$ cat config.mk
export PLATFORM = sky130hd
export DESIGN_NAME = lc3_mem_arbiter
export DESIGN_NICKNAME = d
export VERILOG_FILES = /design/src/rtl/lc3_mem_arbiter.sv
export SDC_FILE = /design/constraint.sdc
export NUM_CORES = 1
export LEC_CHECK = 0
export ABC_AREA = 0
export ABC_CLOCK_PERIOD_IN_PS = 1600
export BUFFER_PORTS_ARGS = -buffer_cell sky130_fd_sc_hd__buf_2
export CORE_MARGIN = 4
export CORE_UTILIZATION = 43
export DETAILED_ROUTE_END_ITERATION = 10
export PLACE_DENSITY = 0.87
export SLEW_MARGIN = 20
export SYNTH_ARGS = -nofsm -noshare
export SYNTH_HDL_FRONTEND = slang
export SYNTH_SLANG_ARGS = --single-unit
$ cat constraint.sdc
create_clock -name clock -period 1.6 [get_ports clock]
set_input_delay 0.16 -clock clock [delete_from_list [all_inputs] [get_ports clock]]
set_output_delay 0.16 -clock clock [all_outputs]
set_load 0.02 [all_outputs]
$ cat src/rtl/lc3_mem_arbiter.sv
// Round-robin arbiter sharing the single-port LC3 memory between instruction fetch (F) and
// load/store (D). Define MEM_TIMEOUT_EN to abort accesses that never see mem_complete.
module lc3_mem_arbiter #(
  parameter int unsigned ADDR_W  = 16,
  parameter int unsigned DATA_W  = 16,
  parameter int unsigned TIMEOUT = 15
) (
  input  logic              clock,
  input  logic              reset,
  input  logic              req_f,
  input  logic [ADDR_W-1:0] addr_f,
  output logic              ack_f,
  input  logic              req_d,
  input  logic              we_d,
  input  logic [ADDR_W-1:0] addr_d,
  input  logic [DATA_W-1:0] wdata_d,
  output logic              ack_d,
  output logic [DATA_W-1:0] rdata,
  output logic              err,
  output logic              mem_en,
  output logic              mem_we,
  output logic [ADDR_W-1:0] mem_addr,
  output logic [DATA_W-1:0] mem_wdata,
  input  logic [DATA_W-1:0] mem_rdata,
  input  logic              mem_complete,
  output logic              grant_id,
  output logic [1:0]        state
);

  typedef enum logic [1:0] {StIdle = 2'd0, StIssue = 2'd1, StResp = 2'd2} state_e;

  if (TIMEOUT == 0 || TIMEOUT > 255) begin : g_timeout_range
    $error("TIMEOUT must lie in 1..255");
  end

  state_e            state_q, state_d;
  logic              grant_q, grant_d;
  logic              last_q, last_d;
  logic              mem_we_q, mem_we_d;
  logic [ADDR_W-1:0] mem_addr_q, mem_addr_d;
  logic [DATA_W-1:0] mem_wdata_q, mem_wdata_d;
  logic [DATA_W-1:0] rdata_q, rdata_d;
  logic              winner;

  // On a tie the requester not served last wins; last_q = 1 means D was served last.
  assign winner = (req_f && req_d) ? ~last_q : req_d;

`ifdef MEM_TIMEOUT_EN
  logic [7:0] cnt_q, cnt_d;
  logic       err_q, err_d;
  logic       timeout;

  assign timeout = (cnt_q == 8'(TIMEOUT - 1));
`endif

  always_comb begin
    state_d     = state_q;
    grant_d     = grant_q;
    last_d      = last_q;
    mem_we_d    = mem_we_q;
    mem_addr_d  = mem_addr_q;
    mem_wdata_d = mem_wdata_q;
    rdata_d     = rdata_q;
`ifdef MEM_TIMEOUT_EN
    cnt_d       = cnt_q;
    err_d       = err_q;
`endif
    case (state_q)
      StIdle: begin
        if (req_f || req_d) begin
          state_d    = StIssue;
          grant_d    = winner;
          mem_addr_d = winner ? addr_d : addr_f;
          mem_we_d   = winner & we_d;
          if (winner) begin
            mem_wdata_d = wdata_d;
          end
`ifdef MEM_TIMEOUT_EN
          cnt_d = '0;
          err_d = 1'b0;
`endif
        end
      end
      StIssue: begin
        if (mem_complete) begin
          rdata_d = mem_we_q ? '0 : mem_rdata;
          state_d = StResp;
`ifdef MEM_TIMEOUT_EN
        end else if (timeout) begin
          rdata_d = '0;
          err_d   = 1'b1;
          state_d = StResp;
        end else begin
          cnt_d = cnt_q + 8'd1;
`endif
        end
      end
      StResp: begin
        last_d  = grant_q;
        state_d = StIdle;
      end
      default: state_d = StIdle;
    endcase
  end

  always_ff @(posedge clock) begin
    if (!reset) begin
      state_q     <= StIdle;
      grant_q     <= 1'b0;
      last_q      <= 1'b1;
      mem_we_q    <= 1'b0;
      mem_addr_q  <= '0;
      mem_wdata_q <= '0;
      rdata_q     <= '0;
`ifdef MEM_TIMEOUT_EN
      cnt_q       <= '0;
      err_q       <= 1'b0;
`endif
    end else begin
      state_q     <= state_d;
      grant_q     <= grant_d;
      last_q      <= last_d;
      mem_we_q    <= mem_we_d;
      mem_addr_q  <= mem_addr_d;
      mem_wdata_q <= mem_wdata_d;
      rdata_q     <= rdata_d;
`ifdef MEM_TIMEOUT_EN
      cnt_q       <= cnt_d;
      err_q       <= err_d;
`endif
    end
  end

  assign state     = state_q;
  assign mem_en    = (state_q == StIssue);
  assign mem_we    = mem_we_q;
  assign mem_addr  = mem_addr_q;
  assign mem_wdata = mem_wdata_q;
  assign rdata     = rdata_q;
  assign grant_id  = grant_q;
  assign ack_f     = (state_q == StResp) & ~grant_q;
  assign ack_d     = (state_q == StResp) & grant_q;
`ifdef MEM_TIMEOUT_EN
  assign err       = (state_q == StResp) & err_q;
`else
  assign err       = 1'b0;
`endif

endmodule

# After elaboration in Yosys (flattened, before gate mapping)
# Index checks and enable logic that the tools add are counted.
[totals]
register_bits = 53
in_bits = 70
output_inout_bits = 56
elab_cells = 29
[op_classes]
eq_ne = 4
mux = 6
bitwise_logic = 5
reduce_logical = 7
[ops]
columns = ["operator", "n"]
rows = [
  ["$mux W16", 2],
  ["$reduce_and A2 Y1", 3],
  ["$mux W2", 2],
  ["$pmux W2 S2", 1],
  ["$and A1 B1 Y1", 3],
  ["$reduce_and A3 Y1", 1],
  ["$eq A2 B1 Y1 const B", 1],
  ["$eq A2 B2 Y1 const B", 1],
  ["$logic_not A2 Y1", 1],
  ["$ne A2 B1 Y1 const B", 1],
  ["$ne A2 B2 Y1 const B", 1],
  ["$not A1 Y1", 2],
  ["$logic_and A1 B1 Y1", 1],
  ["$logic_or A1 B1 Y1", 1],
  ["$mux W1", 1],
]

# Depth between registers and ports, before layout
[depth]
word_depth = 3
ltp_mapped = 6
mapped_depth_nobuf = 4

# Worst setup path before layout
# Ideal clock, no wire load.
[synth_path]
path_type = "register to register"
from = "register state_q[1] (netlist: state[1])"
to = "register rdata_q[10] (netlist: rdata[10])"
setup_ns = 0.059
arrival_ns = 1.381
required_time_ns = 1.541
setup_slack_ns = 0.160
stages_incl_launch_ff = 6
path_buffers = 1
period_less_slack_ns = 1.440
cell_sequence = "dfxtp_1 -> nand2b_2 -> inv_2 -> a21oi_4 -> buf_2 -> a22o_1"
[synth_between]
elab_chain_cells = 2
[synth_lines]
columns = ["item", "line", "source"]
rows = [
  ["from (decl)", "36", "state_e state_q, state_d;"],
  ["from (signal assigned)", "108", "state_q <= StIdle;"],
  ["from (signal assigned)", "120", "state_q <= state_d;"],
  ["$eq A2 B1 Y1", "n/a", ""],
  ["net mem_en", "20", "output logic mem_en,"],
  ["$reduce_and A2 Y1 (no line)", "n/a", ""],
  ["to (signal assigned)", "126", "rdata_q <= rdata_d;"],
  ["to (decl)", "42", "logic [DATA_W-1:0] rdata_q, rdata_d;"],
]
# The timed path passes the listed nets, and every way through them passes these cells.
# A chain may end at the register's enable or synchronous reset.

# Final worst setup path
[layout_path]
from = "register state_q[0] (netlist: state[0])"
to = "output port ack_d"
[layout_between]
elab_chain_cells = 2
[layout_lines]
columns = ["item", "line", "source"]
rows = [
  ["$eq A2 B2 Y1", "142", "assign ack_d = (state_q == StResp) & grant_q;"],
  ["$and A1 B1 Y1", "142", ""],
  ["to (decl)", "17", "output logic ack_d,"],
]
# Every way passes these cells.

==> metrics.csv <==
metric;value;unit
WP data required;1.44;ns
mapped cell area;0.00220;mm²
Vias/cell;4.86;
Crit Path Class;register to output pin;
Cell variety after synth;32;
vias in the first global route;1943;
initial antenna violation count;0;
Hold Vio Cnt, Final;0;
asr flop ratio synth;0;%
drt pass-1 iters;4;
routed len/inst;12.9;µm
power density cells;986;mW/mm²
Tightest Hold Check Type;input port to register;
Leak;1.44;nW
Die Footprint;0.00632;mm²
final setup vio count;0;
GP Congestion;0.751;
Residual DRC;0;
htree depth;2;
Via Count;2027;
Layout Nets;419;
initial cell density of the core;45.4;%
final setup TNS;0;ns
core area;0.00485;mm²
register area share after synthesis;48.2;%
most frequent cells in the layout;124 x buf_2, 66 x nand2_1, 53 x dfxtp_1;
CTS Hold Buffers Added;0;
# rows;25;
crit share post-route;88.3;%
First DRT Iteration DRCs;65;
outcome;finished clean;
synthesis warning total;0;
Cell Area, Placed;0.00288;mm²
crit path DAT;1.25;ns
register bit count reported by yosys;53;
Synth Instances;225;
Mapped Nets;295;
Fmax;708;MHz
layout cells sized above 1;46.3;%
GRT overflow;0;
largest net degree at the start of global routing;33;
final wirelength;5370;µm
Resize count post-CTS;0;
commonest non-fill, non-tap cell in the layout;buf_2;
chip height;79.5;µm
ys flop type;dfxtp_1;
VDD IR-drop max;0.503;mV
Avg Inst Size Synth;9.78;µm²
# IOs;126;
GRT Util Overall;16.7;%
Port Buffers;124;
Worst setup EP type;output pin;
type of origin of the critical path;register;
deepest clock path buffer count;2;
Layout area overhead;35.2;%
first-pass GRT wire length;8530;µm
RSZ-0062 raised after global routing;no;
diode count;0;
Final min period;1.41;ns
CTS Buf Count;5;
max-cap viol count;0;
clk_skew;0.00747;ns
design area;0.00297;mm²
Post-Route Hold Slack;0.0604;ns
post-DP HPWL;4100;µm
Sink Count;53;
clk slew on worst S/H paths;0.10;ns
Crit Path Max Fanout;5;
DIE WIDTH;79.5;µm
pins over their slew limit;0;
clk_lat worst skew;0.30;ns
Root Buffer;clkbuf_8;
CTS tree;yes;
Post-CTS Repair Setup Buffers;0;
EDFF count, synth;0;
Final ANT Viol Nets;0;
## cells by family (layout without fill, tap and decap cells)
| family | count (synthesis) | count (layout) | synth area share [%] |
|---|---|---|---|
| simple gates | 77 | 77 | 14.8 |
| compound gates | 57 | 57 | 23.1 |
| flops | 53 | 53 | 48.2 |
| buf+inv | 21 | 146 | 6.43 |
| mux | 16 | 16 | 7.28 |
| other cells | 1 | 1 | 0.170 |
## flip-flops by register name, summed over array words and instances, names as in the netlist
signal     count
mem_wdata     16
rdata         16
mem_we         1
state          2
grant_id       1
last_q         1
mem_addr      16
## routing by layer
metal | vias to the layer above | GRT usage [%] | share of wire, %
met1 | 905 | 19.5 | 43
met4 | 0 | 4.12 | 0.89
met2 | 87 | 29.6 | 48
li1 | 1028 | - | -
met3 | 7 | 5.19 | 8.3
met5 | - | 0 | 0
## power by group
| part | switching, mW | leakage, nW | total, mW | internal (mW) |
|---|---|---|---|---|
| clock | 0.446 | 0.0478 | 0.803 | 0.357 |
| combinational | 0.384 | 0.956 | 0.659 | 0.275 |
| sequential | 0.0545 | 0.435 | 1.47 | 1.42 |
| total | 0.884 | 1.44 | 2.93 | 2.05 |
## per-stage QoR
step / worst slack (ns) / power, mW / utilization (%) / instances
floorplan: 0.160 / 1.94 / - / 225
global placement: 0.296 / 2.15 / 59.3 / 409
detailed placement: 0.218 / 2.17 / 59.3 / 409
CTS: 0.166 / 2.97 / 61.3 / 417
global route: 0.0502 / 3.08 / 61.3 / 417
finish: 0.188 / 2.93 / 61.3 / 417
## synth_stat cells, types with 2 or more instances
cell type  instances  area [µm²]
a22o_1            16         140
mux2i_1           16         160
buf_6              4        45.0
a311oi_1           7        61.3
a21oi_1           18        90.1
a311oi_2           8         120
dfxtp_1           53        1060
buf_2              7        35.0
buf_4              2        15.0
clkbuf_1           2        7.51
buf_1              2        7.51
o21a_1             2        15.0
nor2_1             4        15.0
nand2_1           66         248
## critical path, cell delays in order (launching register included)
cell and delay [ns]:
dfxtp_1 0.39, nand2b_1 0.21, nor2_1 0.15, buf_2 0.19
## area by class of cell
cell class,instances,area [µm²]
fill,436,1870
sequential,53,1060
multi-input combinational,151,1000
timing repair buffer,135,716
tap,67,83.8
clock buffer,6,82.6
clock inverter,2,16.3
inverter,3,11.3
## path summary, 6_finish.rpt
path,endpoint,slack (ns),cells past startpoint,startpoint
worst min-delay path,rdata[9],0.06,2,mem_rdata[9]
worst min register to register,mem_wdata[0],0.46,2,mem_wdata[0]
worst max-delay path,ack_d,0.19,3,state[0]
worst max register to register,rdata[13],0.23,4,state[1]
Power figures use the tool's default switching activity.
